**config.mk**
```make
export PLATFORM = sky130hd
export DESIGN_NAME = ext_mem_bus_arbiter
export DESIGN_NICKNAME = d
export VERILOG_FILES = /design/src/rtl/ext_mem_bus_arbiter.sv
export SDC_FILE = /design/constraint.sdc
export NUM_CORES = 1
export LEC_CHECK = 0
export ABC_AREA = 0
export CAP_MARGIN = 20
export CORE_ASPECT_RATIO = 1.4
export CORE_MARGIN = 2
export CORE_UTILIZATION = 58
export DETAILED_ROUTE_END_ITERATION = 10
export PLACE_DENSITY_LB_ADDON = 0.25
export SYNTH_ARGS = -nofsm -noshare
export SYNTH_HDL_FRONTEND = slang
export SYNTH_SLANG_ARGS = --single-unit
export TNS_END_PERCENT = 1
```
**constraint.sdc**
```tcl
create_clock -name clock -period 6 [get_ports clock]
set_clock_uncertainty 0.15 [all_clocks]
set_input_delay 1.2 -clock clock [delete_from_list [all_inputs] [get_ports clock]]
set_output_delay 1.2 -clock clock [all_outputs]
set_load 0.1 [all_outputs]
```
**src/rtl/ext_mem_bus_arbiter.sv**
```systemverilog
// -----------------------------------------------------------------------------
// ext_mem_bus_arbiter
//
// Shares the single external-memory bus (SDRAM controller, SPI flash) between
// NR_MASTERS bus masters. The bus is granted round-robin, one transaction at a
// time. Each transaction is tracked from beginTransaction to endTransaction or
// busError. A watchdog aborts a transaction that stalls by injecting busError
// and endTransaction onto the bus for one cycle.
//
// Ports:
//   clock               system clock (single domain)
//   reset               synchronous, active-high reset
//   requestIn           per-master level request, held until its transaction ends
//   grantOut            registered one-hot grant
//   activeMasterOut     index of the granted master (valid while grantOut != 0)
//   beginTransactionIn  bus beginTransaction
//   endTransactionIn    bus endTransaction
//   dataValidIn         bus dataValid
//   busyIn              bus busy
//   busErrorIn          bus error from any slave
//   endTransactionOut   injected endTransaction on watchdog abort
//   busErrorOut         injected busError on watchdog abort
//   timeoutCountOut     saturating count of watchdog aborts
// -----------------------------------------------------------------------------
module ext_mem_bus_arbiter #(
    parameter int NR_MASTERS     = 4,
    parameter int TIMEOUT_CYCLES = 1023,
    parameter int TIMEOUT_WIDTH  = 16
) (
    input  logic                  clock,
    input  logic                  reset,
    input  logic [NR_MASTERS-1:0] requestIn,
    output logic [NR_MASTERS-1:0] grantOut,
    output logic [2:0]            activeMasterOut,
    input  logic                  beginTransactionIn,
    input  logic                  endTransactionIn,
    input  logic                  dataValidIn,
    input  logic                  busyIn,
    input  logic                  busErrorIn,
    output logic                  endTransactionOut,
    output logic                  busErrorOut,
    output logic [15:0]           timeoutCountOut
);

    typedef enum logic [1:0] {
        IDLE    = 2'd0,
        GRANTED = 2'd1,
        ACTIVE  = 2'd2,
        ABORT   = 2'd3
    } state_t;

    // The abort is taken on the idle cycle that would bring the watchdog to
    // TIMEOUT_CYCLES, so the ABORT cycle follows exactly TIMEOUT_CYCLES idle
    // cycles.
    localparam logic [TIMEOUT_WIDTH-1:0] WD_LAST = TIMEOUT_WIDTH'(TIMEOUT_CYCLES - 1);

    state_t                   state, state_n;
    logic [NR_MASTERS-1:0]    grant_n;
    logic [2:0]               active_n;
    logic [2:0]               last_grant, last_grant_n;
    logic [TIMEOUT_WIDTH-1:0] watchdog, watchdog_n;
    logic                     abort_n;
    logic [15:0]              timeout_count_n;

    // Round-robin pick: first requesting master after last_grant, wrapping.
    logic       found;
    logic [2:0] sel;

    always_comb begin
        found = 1'b0;
        sel   = '0;
        for (int i = 1; i <= NR_MASTERS; i++) begin
            int cand;
            cand = int'(last_grant) + i;
            if (cand >= NR_MASTERS) begin
                cand = cand - NR_MASTERS;
            end
            if (!found && ((requestIn & (NR_MASTERS'(1) << cand)) != '0)) begin
                found = 1'b1;
                sel   = 3'(cand);
            end
        end
    end

    // Active master's request is still up; grantOut is one-hot on that master.
    logic active_requesting;
    assign active_requesting = (requestIn & grantOut) != '0;

    // Bus is silent this cycle from the watchdog's point of view.
    logic bus_quiet;
    assign bus_quiet = !(dataValidIn || busyIn || endTransactionIn || busErrorIn);

    // NOTE: every signal gets a default before the case so that no path leaves
    // it unassigned; an unassigned path would infer a latch.
    always_comb begin
        state_n         = state;
        grant_n         = grantOut;
        active_n        = activeMasterOut;
        last_grant_n    = last_grant;
        watchdog_n      = watchdog;
        abort_n         = 1'b0;
        timeout_count_n = timeoutCountOut;

        unique case (state)
            IDLE: begin
                // beginTransactionIn here is a protocol violation and ignored.
                if (found) begin
                    grant_n      = NR_MASTERS'(1) << sel;
                    active_n     = sel;
                    last_grant_n = sel;
                    state_n      = GRANTED;
                end
            end

            GRANTED: begin
                // busErrorIn and other masters' requests are ignored here.
                if (beginTransactionIn) begin
                    watchdog_n = '0;
                    state_n    = ACTIVE;
                end else if (!active_requesting) begin
                    grant_n = '0;
                    state_n = IDLE;
                end
            end

            ACTIVE: begin
                // A normal end beats a watchdog expiring on the same cycle.
                if (endTransactionIn || busErrorIn) begin
                    grant_n = '0;
                    state_n = IDLE;
                end else if (!bus_quiet) begin
                    watchdog_n = '0;
                end else if (watchdog == WD_LAST) begin
                    watchdog_n = watchdog + 1'b1;
                    abort_n    = 1'b1;
                    state_n    = ABORT;
                    if (timeoutCountOut != 16'hFFFF) begin
                        timeout_count_n = timeoutCountOut + 16'd1;
                    end
                end else begin
                    watchdog_n = watchdog + 1'b1;
                end
            end

            ABORT: begin
                // Grant stays up during the abort cycle, released afterwards.
                grant_n = '0;
                state_n = IDLE;
            end

            default: begin
                grant_n = '0;
                state_n = IDLE;
            end
        endcase
    end

    // NOTE: sequential state uses non-blocking assignments so all registers
    // update together from values sampled at the same clock edge.
    always_ff @(posedge clock) begin
        if (reset) begin
            state             <= IDLE;
            grantOut          <= '0;
            activeMasterOut   <= '0;
            last_grant        <= 3'(NR_MASTERS - 1);
            watchdog          <= '0;
            endTransactionOut <= 1'b0;
            busErrorOut       <= 1'b0;
            timeoutCountOut   <= '0;
        end else begin
            state             <= state_n;
            grantOut          <= grant_n;
            activeMasterOut   <= active_n;
            last_grant        <= last_grant_n;
            watchdog          <= watchdog_n;
            endTransactionOut <= abort_n;
            busErrorOut       <= abort_n;
            timeoutCountOut   <= timeout_count_n;
        end
    end

endmodule
```
==> impl_results.md <==
- Crit path DAT: 3.46 ns
- Post-Place Setup Slack: 2.32 ns
- Synthesized Nets: 314
- Max-slew headroom: 34.6%
- Max Freq: 296 MHz
- CP Class: in2reg
- Worst Tran Pin Value: 0.977 ns
- Non-filler cells, final: 372
- IO buf count: 35
- DR DRC count: 0
- Dominant cell type by area after synthesis: dfxtp_1
- # fillers: 337
- DR iter-0 viols: 95
- Warning count from the yosys run: 0
- Mapped cell area: 2480 um^2
- Fraction of registers with async set/reset: 0%
- # placed instances: 364
- CTS tree: done
- Top FF cell, synth: dfxtp_1
- H-tree levels: 2
- Cts bufs inserted: 5
- Register area share after synthesis: 35.5%
- Area Growth Syn to Fin: 17.6%
- Worst-path clk slew: 0.08 ns
- Setup TNS: 0 ns
- Post-synth top cells: dfxtp_1, nor2_1, nand2_1
- Max Slew Vio Count: 0
- RSZ-0062 raised after global routing: false
- Core ar.: 4170 um^2
- Hold depth: 2
- Worst min-delay path class: reg2reg
- Leak: 1.02 nW
- Top cells by area, synth: dfxtp_1, nor2_1, ha_1
- Die span in y: 81.4 um
- Setup slack, reg-to-reg: 2.87 ns
- Post-Route WL: 5640 um
- Critical Path RT: 6.09 ns
- Yosys reg bits: 44
- Die area: 4820 um^2
- Dpl hpwl: 4130 um
- Outcome: finished, final reports clean
- Avg Inst Size Synth: 8.41 um^2
- Setup Buffers After CTS: 0
- Initial DRT Pass Iterations: 4
- Crit path capture type: register
- GPL Wtd Cong: 0.940
- Hold Path End: activeMasterOut[1]
- Starting Density: 59.5%
- Later-pin clock latency in the skew report: 0.30 ns
- Post-synthesis cell count: 295
- P per Cell Area: 339 nW/um^2
- R2R Path Start: last_grant[0]
- # diodes: 0
- Wire length per cell: 15.2 um
- Worst hold margin: 0.308 ns
- DR vias/cell: 6.05
- Hold Vio Cnt, Final: 0
- Hold_buf cts: 0
- Via count: 2,251
- Clock root cell: clkbuf_8
- Worst hold start: activeMasterOut[1]
- Max IR drop VDD: 229 uV
- Synth top area share: 35.5%
- Post-CTS Resized: 0
- Post-synth EDFFs: 0
- Crit path max fanout: 13
- Final setup vio count: 0
- Clock sink total: 44
- Max-cap viol count: 0
- Die Wd: 59.3 um
- Setup slack after layout: 2.62 ns
- Longest Clk Path Bufs: 2
- RR Endpoint: grantOut[0]
- Remaining Overflow, GRT: 0
- Worst reg-to-reg path cell count: 8
- Largest net degree at the start of global routing: 35
- Share of cells above drive strength 1: 7.95%
- Min cycle time layout: 3.38 ns
- Vias in the first global route: 2,020
- Final ANT Viol Nets: 0
- First-pass GRT wire length: 9050 um
- CP Launch Type: primary input
- Total power: 0.000989 W
- Initial antenna violation count: 0
- Global-route usage over all layers: 24.5%
- Nets: 345
- Rows: 28
- Fin crit share: 56.3%
- Synth cell types: 51
- Ports: 36
sequential cells by signal (all words and copies together) (netlist names):
signal	flops
activeMasterOut	3
state	2
grantOut	4
busErrorOut	1
timeoutCountOut	16
last_grant	2
watchdog	16
routing by layer:
layer | wire (um) | vias up | track usage, %
met1 | 2400 | 1046 | 28.0
met4 | 174 | 0 | 11.1
met2 | 2810 | 69 | 43.0
li1 | - | 1120 | -
met5 | 0 | - | 0
met3 | 256 | 16 | 4.78
final cells by class:
type / count / area, um^2 / area share, %
multi-input cells: 230 / 1500 / 51.3
well taps: 45 / 56.3 / 1.93
clock buffers: 6 / 82.6 / 2.83
repair buffers: 36 / 358 / 12.3
clock inverters: 2 / 10.0 / 0.343
flip-flops and latches: 44 / 881 / 30.2
inverters: 9 / 33.8 / 1.16
cell families (layout without fill, tap and decap cells):
logic type      after synthesis  in the layout  share of synthesized area, %
compound gates               53             53                          14.8
xor+xnor                     21             21                          7.41
fa+ha+maj                     8              8                          4.03
buf+inv                      21             53                          4.19
flops                        44             44                          35.5
mux                           7              7                          2.92
simple gates                141            141                          31.2
critical path: stages:
cell and delay [ns]:
clkdlybuf4s50_1 0.44, nor4b_1 0.40, nand2_1 0.38, nor3_4 0.38, nand3_1 0.17, or3_1 0.34, a21oi_1 0.14
where the power goes:
| part | internal, W | total, W | switching, W |
|---|---|---|---|
| registers | 0.000317 | 0.000349 | 0.0000327 |
| clock network | 0.0000919 | 0.000195 | 0.000103 |
| logic | 0.000152 | 0.000445 | 0.000293 |
| total | 0.000561 | 0.000989 | 0.000428 |
per-stage QoR:
| step | area (um^2) | util, % |
|---|---|---|
| floorplan | 2480 | - |
| global placement | 2830 | 67.8 |
| detailed placement | 2830 | 67.8 |
| CTS | 2920 | 70.0 |
| global route | 2920 | 70.0 |
| finish | 2920 | 70.0 |
layout by cell type (no fill, tap or decap), types with 4 or more instances in the layout:
master and n:
nor2_1 44, dfxtp_1 44, clkdlybuf4s50_1 35, nand2_1 24, nand3_1 18, a21oi_1 15
xor2_1 11, xnor2_1 10, inv_1 9, o21ai_0 9, nand4_1 8, ha_1 8
nor3_1 6, or3_1 6, clkbuf_8 6, a22oi_1 5, mux2i_1 5, and2_1 4
nor3_2 4
worst max-delay path by stage:
stage                     depth (start not counted)             endpoint              from  slack, ns
after global routing                              7  timeoutCountOut[14]  endTransactionIn       2.37
after global placement                            7  timeoutCountOut[14]  endTransactionIn       2.37
final                                             7  timeoutCountOut[14]  endTransactionIn       2.62
after CTS                                         7  timeoutCountOut[14]  endTransactionIn       2.65
after detailed placement                          7  timeoutCountOut[14]  endTransactionIn       2.32
after floorplan                                   7  timeoutCountOut[11]  endTransactionIn       3.12
Note: power is estimated with default switching activity, not from simulation.
